<file path="src/rtl/int_ctrl_pkg.sv">
// Shared types and constants for the interrupt sequencer: FSM encoding,
// id/counter widths and the vector address helper.
package int_ctrl_pkg;

   localparam int INT_VEC_STRIDE_LOG2 = 4;
   localparam int INT_ID_WIDTH        = 4;
   localparam int INT_CNT_WIDTH       = 4;

   typedef enum logic [2:0] {
      INT_IDLE   = 3'd0,
      INT_HOLD   = 3'd1,
      INT_ENTER  = 3'd2,
      INT_ISR    = 3'd3,
      INT_RETURN = 3'd4
   } int_state_e;

   // Moore output bundle decoded from the FSM state.
   typedef struct packed {
      logic                    pause;
      logic                    flag;
      logic                    isr;
      logic [INT_ID_WIDTH-1:0] id;
      logic [31:0]             pc;
   } int_out_t;

   // Per-line vector; 32-bit add wraps silently.
   function automatic logic [31:0] vec_addr(input logic [31:0]             base,
                                            input logic [INT_ID_WIDTH-1:0] id);
      return base + (32'(id) << INT_VEC_STRIDE_LOG2);
   endfunction

endpackage

</file>
<file path="src/rtl/int_ctrl_irq.sv">
// Request front end: edge detect, sticky pending bits, enable mask and a
// lowest-index-wins priority encoder over the eligible set.
module irq_pending
   import int_ctrl_pkg::*;
#(
   parameter int NUM_IRQ = 4
) (
   input  logic                    clk,
   input  logic                    clr,
   input  logic [NUM_IRQ-1:0]      irq_in,
   input  logic                    en_we,
   input  logic [NUM_IRQ-1:0]      en_wdata,
   input  logic                    clr_vld,
   input  logic [INT_ID_WIDTH-1:0] clr_id,
   output logic [NUM_IRQ-1:0]      en_mask,
   output logic                    eligible_any,
   output logic [INT_ID_WIDTH-1:0] winner_id
);

   logic [NUM_IRQ-1:0] irq_q;
   logic [NUM_IRQ-1:0] pending;
   logic [NUM_IRQ-1:0] pending_nxt;
   logic [NUM_IRQ-1:0] eligible;

   always_ff @(posedge clk) begin
      if (clr) begin
         irq_q   <= '0;
         en_mask <= '0;
         pending <= '0;
      end else begin
         irq_q   <= irq_in;
         pending <= pending_nxt;
         if (en_we)
            en_mask <= en_wdata;
      end
   end

   // A fresh edge on the serviced line during ENTER must not be lost: set wins.
   for (genvar i = 0; i < NUM_IRQ; i++) begin : g_line
      logic line_set;
      logic line_clr;
      assign line_set       = irq_in[i] & ~irq_q[i];
      assign line_clr       = clr_vld && (clr_id == INT_ID_WIDTH'(i));
      assign pending_nxt[i] = line_set | (pending[i] & ~line_clr);
   end

   assign eligible     = pending & en_mask;
   assign eligible_any = |eligible;

   always_comb begin
      winner_id = '0;
      for (int i = NUM_IRQ - 1; i >= 0; i--)
         if (eligible[i])
            winner_id = INT_ID_WIDTH'(i);
   end

endmodule

</file>
<file path="src/rtl/int_ctrl.sv">
// Interrupt sequencer: pauses the pipeline for a fixed window, redirects to
// the line's vector, and on mret redirects back to the captured resume PC.
module int_ctrl
   import int_ctrl_pkg::*;
#(
   parameter int          NUM_IRQ     = 4,
   parameter logic [31:0] VEC_BASE    = 32'h0000_1000,
   parameter int          HOLD_CYCLES = 2
) (
   input  logic                    clk,
   input  logic                    clr,
   input  logic [NUM_IRQ-1:0]      irq_in,
   input  logic                    en_we,
   input  logic [NUM_IRQ-1:0]      en_wdata,
   input  logic                    branch,
   input  logic [31:0]             epc_in,
   input  logic                    mret,
   output logic                    int_set_pl_pause,
   output logic                    int_flag,
   output logic [31:0]             nextpc_int,
   output logic                    in_isr,
   output logic [INT_ID_WIDTH-1:0] irq_id,
   output logic [NUM_IRQ-1:0]      en_mask
);

   localparam logic [INT_CNT_WIDTH-1:0] CNT_LOAD = INT_CNT_WIDTH'(HOLD_CYCLES - 1);

   int_state_e              state;
   int_state_e              state_nxt;
   logic [INT_CNT_WIDTH-1:0] cnt;
   logic [31:0]             epc;
   logic [INT_ID_WIDTH-1:0] id_q;
   logic                    eligible_any;
   logic [INT_ID_WIDTH-1:0] winner_id;
   logic                    take;
   logic                    ent_clr;
   int_out_t                out;

   irq_pending #(.NUM_IRQ(NUM_IRQ)) u_pend (
      .clk          (clk),
      .clr          (clr),
      .irq_in       (irq_in),
      .en_we        (en_we),
      .en_wdata     (en_wdata),
      .clr_vld      (ent_clr),
      .clr_id       (id_q),
      .en_mask      (en_mask),
      .eligible_any (eligible_any),
      .winner_id    (winner_id)
   );

   // A resolving branch or mret in IDLE defers entry so its redirect wins.
   assign take    = (state == INT_IDLE) && eligible_any && !branch && !mret;
   assign ent_clr = (state == INT_ENTER);

   always_ff @(posedge clk) begin
      if (clr)
         state <= INT_IDLE;
      else
         state <= state_nxt;
   end

   always_ff @(posedge clk) begin
      if (clr) begin
         cnt  <= '0;
         epc  <= '0;
         id_q <= '0;
      end else if (take) begin
         cnt  <= CNT_LOAD;
         epc  <= epc_in;
         id_q <= winner_id;
      end else if (state == INT_HOLD && cnt != '0) begin
         cnt  <= cnt - INT_CNT_WIDTH'(1);
      end
   end

   always_comb begin
      state_nxt = state;
      case (state)
         INT_IDLE:   if (take) state_nxt = INT_HOLD;
         INT_HOLD:   if (cnt == '0) state_nxt = INT_ENTER;
         INT_ENTER:  state_nxt = INT_ISR;
         INT_ISR:    if (mret) state_nxt = INT_RETURN;
         INT_RETURN: state_nxt = INT_IDLE;
         default:    state_nxt = INT_IDLE;
      endcase
   end

   always_comb begin
      out = '0;
      case (state)
         INT_HOLD:   out.pause = 1'b1;
         INT_ENTER: begin
            out.flag = 1'b1;
            out.pc   = vec_addr(VEC_BASE, id_q);
         end
         INT_ISR: begin
            out.isr = 1'b1;
            out.id  = id_q;
         end
         INT_RETURN: begin
            out.flag = 1'b1;
            out.pc   = epc;
         end
         default: out = '0;
      endcase
   end

   assign int_set_pl_pause = out.pause;
   assign int_flag         = out.flag;
   assign nextpc_int       = out.pc;
   assign in_isr           = out.isr;
   assign irq_id           = out.id;

endmodule

</file>
<file path="config.mk">
export PLATFORM = sky130hd
export DESIGN_NAME = int_ctrl
export DESIGN_NICKNAME = d
export VERILOG_FILES = /design/src/rtl/int_ctrl_pkg.sv /design/src/rtl/int_ctrl_irq.sv /design/src/rtl/int_ctrl.sv
export SDC_FILE = /design/constraint.sdc
export NUM_CORES = 1
export LEC_CHECK = 0
export ABC_AREA = 1
export BUFFER_PORTS_ARGS = -buffer_cell sky130_fd_sc_hd__buf_2
export CAP_MARGIN = 5
export CORE_AREA = 2 2 66 81
export DETAILED_ROUTE_END_ITERATION = 8
export DIE_AREA = 0 0 68 83
export GPL_TIMING_DRIVEN = 0
export PLACE_DENSITY = 0.92
export SETUP_SLACK_MARGIN = 0.4
export SKIP_CTS_REPAIR_TIMING = 1
export SYNTH_ARGS = -nofsm -noshare
export SYNTH_HDL_FRONTEND = slang
export SYNTH_HIERARCHICAL = 1
export SYNTH_SLANG_ARGS = --single-unit
</file>
<file path="constraint.sdc">
create_clock -name clk -period 3.9 [get_ports clk]
set_input_delay 0.195 -clock clk [delete_from_list [all_inputs] [get_ports clk]]
set_output_delay 0.195 -clock clk [all_outputs]
set_load 0.02 [all_outputs]
</file>
After elaboration in Yosys (flattened, before gate mapping)
Cells that the tools add are included.
{ "op_classes": {"add_sub_neg": 2, "muxes": 14, "n_reduce_logical": 19, "eq_ne": 10, "bitwise_logic": 21} }
{ "op_table": {"columns": ["cell", "n"], "rows": [
  ["$pmux 32 s2", 1],
  ["$add 13x8->14 const A", 1],
  ["$pmux 3 s4", 1],
  ["$mux 3", 3],
  ["$and 1x1->1", 8],
  ["$eq 4x2->1 const B", 2],
  ["$logic_and 1x1->1", 8],
  ["$logic_not 4->1", 2],
  ["$mux 2", 4],
  ["$not 1->1", 8],
  ["$eq 3x2->1 const B", 2],
  ["$mux 5", 1],
  ["$and 4x4->4", 1],
  ["$eq 4x1->1 const B", 1],
  ["$mux 1", 4],
  ["$ne 2x2->1 const B", 2],
  ["$or 1x1->1", 4],
  ["$reduce_bool 4->1", 1],
  ["$reduce_or 2->1", 2],
  ["$reduce_or 4->1", 1],
  ["$sub 4x1->4 const B", 1],
  ["$eq 3x1->1 const B", 1],
  ["$eq 3x3->1 const B", 1],
  ["$logic_not 3->1", 1],
  ["other kinds (4)", 5]
]} }
{ "word_totals": {"elab_cells": 74, "in_bits": 45, "ff_bits": 55, "out_inout_bits": 43} }

Logic depth before layout (Yosys ltp)
{ "depth": {"word_depth": 7, "mapped_depth": 11} }

Cells and area by module
Netlist, hierarchy kept.
{ "modules_own_cells": {"columns": ["mod", "cells_per_inst", "n_inst", "area_each_um2"], "rows": [
  ["int_ctrl", 296, 1, 1944.4],
  ["irq_pending", 85, 1, 578.1]
]} }

Worst setup path before layout
OpenSTA, ideal clock, no wires.
{ "synth_path": {"kind": "register -> register", "from": "reg u_pend.en_mask[2]", "to": "reg id_q[0]", "period_less_slack_ns": 1.478, "stages_incl_launch_ff": 12, "n_path_buf": 2, "path_slack_ns": 2.422, "t_arrival_ns": 1.363, "setup_time_ns": 0.116, "path_cell_list": "dfxtp_1 > nand2_1 > nand2_1 > inv_1 > nand3_1 > nand2_1 > nor2_4 > inv_2 > buf_6 > buf_6 > nor2_1 > nor2_1"} }
{ "synth_via": {"elab_chain_len": 5} }
{ "synth_lines": {"columns": ["item", "line", "rtl"], "rows": [
  ["start, declared", "int_ctrl_irq.sv:15", "output logic [NUM_IRQ-1:0] en_mask,"],
  ["start signal, assigned", "int_ctrl_irq.sv:34", "en_mask <= en_wdata;"],
  ["$and 4x4->4", "int_ctrl_irq.sv:47", "assign eligible = pending & en_mask;"],
  ["$reduce_or 4->1", "int_ctrl_irq.sv:48", "assign eligible_any = |eligible;"],
  ["named net eligible_any", "int_ctrl.sv:33", "logic eligible_any;"],
  ["$logic_and 1x1->1 (3 in series)", "int_ctrl.sv:53", "assign take = (state == INT_IDLE) && eligible_any && !branch && !mret;"],
  ["end signal, assigned", "int_ctrl.sv:71", "id_q <= winner_id;"],
  ["end, declared", "int_ctrl.sv:32", "logic [INT_ID_WIDTH-1:0] id_q;"]
]} }
The timed path passes the listed nets, and every way through them passes these cells.
A chain may end at the register's enable or synchronous reset.

Worst setup path in the final report
{ "layout_path": {"from": "reg state[1]", "to": "out nextpc_int[4]"} }
{ "layout_via": {"elab_chain_len": 2} }
{ "layout_lines": {"columns": ["item", "line", "rtl"], "rows": [
  ["start, declared", "int_ctrl.sv:28", "int_state_e state;"],
  ["start signal, assigned", "int_ctrl.sv:60", "state <= state_nxt;"],
  ["$eq 3x3->1 or $eq 3x2->1 (tied branches)", "int_ctrl.sv:91", "case (state)"],
  ["$pmux 32 s2 *", "int_ctrl.sv:91", null],
  ["end, declared", "int_ctrl.sv:20", "output logic [31:0] nextpc_int,"]
]} }
Every way passes the cells marked *; elsewhere a longest branch is shown, timed or not.

==> results_tabular.tex <==
\begin{tabular}{lr}
\hline
Metric & Value \\
\hline
\multicolumn{2}{l}{\textbf{Outcome}} \\
Outcome & completed \\
\multicolumn{2}{l}{\textbf{Timing}} \\
Period utilization & $\sim$51\% \\
Max-slew violation count & 0 \\
\# setup viols final & 0 \\
Slew at the pin closest to its max-slew limit & 0.539 ns \\
Setup skew after layout & around 0.0067 ns \\
Number of hold violations in the final report & 0 \\
Fmax achieved & 0.506 GHz \\
Post-route setup TNS & 0 ns \\
Unrepaired setup endpoints after global routing & no \\
Min Tclk post-route & between 1.5 and 2 ns \\
Worst slew slack as a fraction of its limit & 64.1\% \\
\multicolumn{2}{l}{\textbf{Final layout}} \\
Ratio of cells with drive above 1 in the final layout & between 20\% and 30\% \\
Non-Filler Cell Area, Final & 3170 sq um \\
Synth-to-layout area growth & 25.8\% \\
Final Core Density & between 60\% and 70\% \\
\# fillers & 439 \\
Diode insertion count for antenna repair & 0 \\
Layout net count & $\sim$520 \\
\multicolumn{2}{l}{\textbf{Critical path}} \\
Critical path endpoint category & output port \\
Highest fanout seen on the critical path & 10 \\
Worst endpoint required time & 3.70 ns \\
Nature of the critical path startpoint & flop \\
WS Path Type & reg -> out \\
Worst Path Arrival & 1.78 ns \\
\multicolumn{2}{l}{\textbf{Power and ir drop}} \\
Relative contribution of sequential cells to total power & about half \\
Maximum VDD drop & 310 uV \\
Overall power & approximately 1.3 mW \\
Relative contribution of the clock network to total power & 33.7\% \\
Combinational share of power & between 15 and 20\% \\
Pwr dens & 412 nW/um\^{}2 \\
Pint & 0.947 mW \\
Net Sw Frac & $\sim$28\% \\
Reported leakage power & roughly 1.6 nW \\
NetSw & roughly 0.36 mW \\
\multicolumn{2}{l}{\textbf{Yosys}} \\
Number of distinct library cells after synthesis & 25 \\
Mapped Avg Cell Area & about 6.6 sq um \\
Netlist Area Pre-Place & around 2500 sq um \\
Commonest cells post-synth & 128 x nor2\_1, 64 x inv\_1, 55 x dfxtp\_1, 40 x nand2\_1, 37 x o21ai\_0 \\
Library cell with the largest summed area after synthesis & dfxtp\_1 \\
Async S/R FF share, synth & 0\% \\
Yosys warnings & 6 \\
Top flip-flop cell by instance count after synthesis & dfxtp\_1 \\
Share of synthesized area occupied by flip-flops and latches & 43.7\% \\
EDFF count, synth & 0 \\
Post-synthesis sequential element count & 55 \\
Cell types with the largest area share after synthesis & dfxtp\_1 44\%, nor2\_1 19\%, inv\_1 9.5\% \\
Top-area cell type share of the netlist area & approximately 44\% \\
Number of standard cells after synthesis & 381 \\
Most used standard cell by instance count after synthesis & nor2\_1 \\
\multicolumn{2}{l}{\textbf{Routing}} \\
Detail-routed net length per standard cell & approximately 11 um \\
DR iter-0 viols & 171 \\
Number of nets still failing antenna checks after routing & 0 \\
Total vias in the final route & 2541 \\
Number of search-and-repair iterations in the first detailed-routing pass & 4 \\
Drt drc & 0 \\
Ratio of routed vias to standard cells & roughly 4.7 \\
Total Routed Length & 5.85 mm \\
\multicolumn{2}{l}{\textbf{GRT}} \\
First-pass GRT wire length & roughly 9.8 mm \\
Total GRT Usage & 21.9\% \\
Number of antenna violations at the first check in global routing & 0 \\
Vias in the first global route & between 2000 and 2500 \\
Remaining global-route overflow & 0 \\
Pin count of the biggest net entering global routing & 18 \\
\multicolumn{2}{l}{\textbf{Place}} \\
Placer's final routability congestion estimate & 0.807 \\
Cell area reported after detailed placement & 3040 sq um \\
Number of input and output port buffers inserted & 87 \\
DP HPWL & around 4.4 mm \\
\multicolumn{2}{l}{\textbf{Clock tree}} \\
Total clock buffers created by CTS & 5 \\
Clock transition at the register clock pins on the worst setup and hold paths after CTS & 0.10 ns \\
Source-to-sink clock delay at the later pin of the worst-skew pair & roughly 0.30 ns \\
Clk sinks & 55 \\
Clock tree from TritonCTS & done \\
Htree depth & 2 \\
Clock root buffer & clkbuf\_8 \\
Max Buffers Root-to-Sink & 2 \\
\multicolumn{2}{l}{\textbf{Floorplanning}} \\
Die Span X & 68 um \\
Floorplan core area & 4830 sq um \\
Total number of placement rows & 28 \\
Die ar. & 5640 sq um \\
I/O Pins & 88 \\
Die span in y & 83 um \\
Starting utilization of the core area & 52.2\% \\
\multicolumn{2}{l}{\textbf{Job}} \\
Maximum Capacitance Violations & 0 \\
\multicolumn{2}{l}{\textbf{Worst hold path}} \\
Worst hold path type & in -> reg \\
\hline
\end{tabular}
-- worst max-delay path, cell delays in order (launching register included) --
cell      delay (ns)
dfxtp_1         0.40
inv_1           0.10
nand3_1         0.18
clkbuf_1        0.46
o22ai_1         0.15
buf_2           0.19
-- cell usage in the layout, fill, tap and decap left out --
master	n
bufinv_16	2
buf_6	4
clkinvlp_4	1
ha_1	1
nand2_2	1
nand3_1	11
a21boi_0	1
clkbuf_8	5
a21oi_1	4
buf_4	2
inv_2	2
clkbuf_1	7
o21a_1	1
nand3b_1	1
conb_1	2
xor2_1	1
nor3_1	1
dfxtp_1	55
inv_1	64
nand2_1	40
nor2_2	1
o22ai_1	4
buf_2	90
buf_1	1
o21ai_0	37
nor2_1	128
nor2_4	6
o21ai_1	4
-- cell families after synthesis --
logic type	after synthesis	synth area share (%)
AOI/OAI and AO/OA	51	10.5
xor gates and xnor gates	1	0.347
adders and majority gates	1	0.496
DFF	55	43.7
and+or+nand+nor	189	30.9
buffers and inverters	83	14.0
other	1	0.149
-- layer usage --
layer / global-route usage [%] / up-vias / share of wire (%)
met3: 5.15 / 8 / 6.2
met2: 38.7 / 77 / 48
met1: 25.6 / 1133 / 44
met5: 0 / - / 0
li1: - / 1323 / -
met4: 5.82 / 0 / 1.3
-- per-stage QoR --
| step | setup WS [ns] | std cells | hold WS (ns) |
|---|---|---|---|
| floorplan | 2.42 | 382 | 0.267 |
| global placement | 2.31 | 529 | 0.417 |
| detailed placement | 2.31 | 529 | 0.424 |
| CTS | 1.95 | 537 | 0.104 |
| global route | 1.83 | 537 | 0.113 |
| finish | 1.93 | 537 | 0.105 |
-- state kept, by name, indices dropped and copies added, names as in the netlist --
register,flops
cnt,4
id_q,4
epc,32
u_pend/en_mask,4
state,3
u_pend/irq_q,4
u_pend/pending,4
-- path summary, 6_finish.rpt --
kind	from	to	slack, ns	cells after the start
worst max-delay path	state[1]$_SDFFE_PP0P_	nextpc_int[4]	1.93	5
worst min register to register	u_pend/irq_q[1]$_SDFF_PP0_	u_pend/pending[1]$_SDFF_PP0_	0.47	3
worst min-delay path	epc_in[9]	epc[9]$_SDFFE_PP0P_	0.11	3
worst max register to register	u_pend/en_mask[3]$_SDFFE_PP0P_	epc[15]$_SDFFE_PP0P_	2.32	10
-- area by class of cell --
type	count	area [sq um]	share of cell area, %
multi-input combinational	244	1070	33.8
buffer	17	105	3.31
clock buffer	5	68.8	2.17
clock inverter	3	67.6	2.13
inverter	66	248	7.81
sequential	55	1100	34.7
tap	60	75.1	2.37
timing repair buffer	87	435	13.7
-- power by group through the flow --
stage,Combinational [mW],Clock (mW),Sequential [mW]
floorplan,0.160,0,0.645
global placement,0.220,0,0.646
detailed placement,0.228,0,0.648
CTS,0.232,0.447,0.636
global route,0.266,0.468,0.642
finish,0.232,0.441,0.636
No activity file was read; power rests on OpenSTA's default activity.
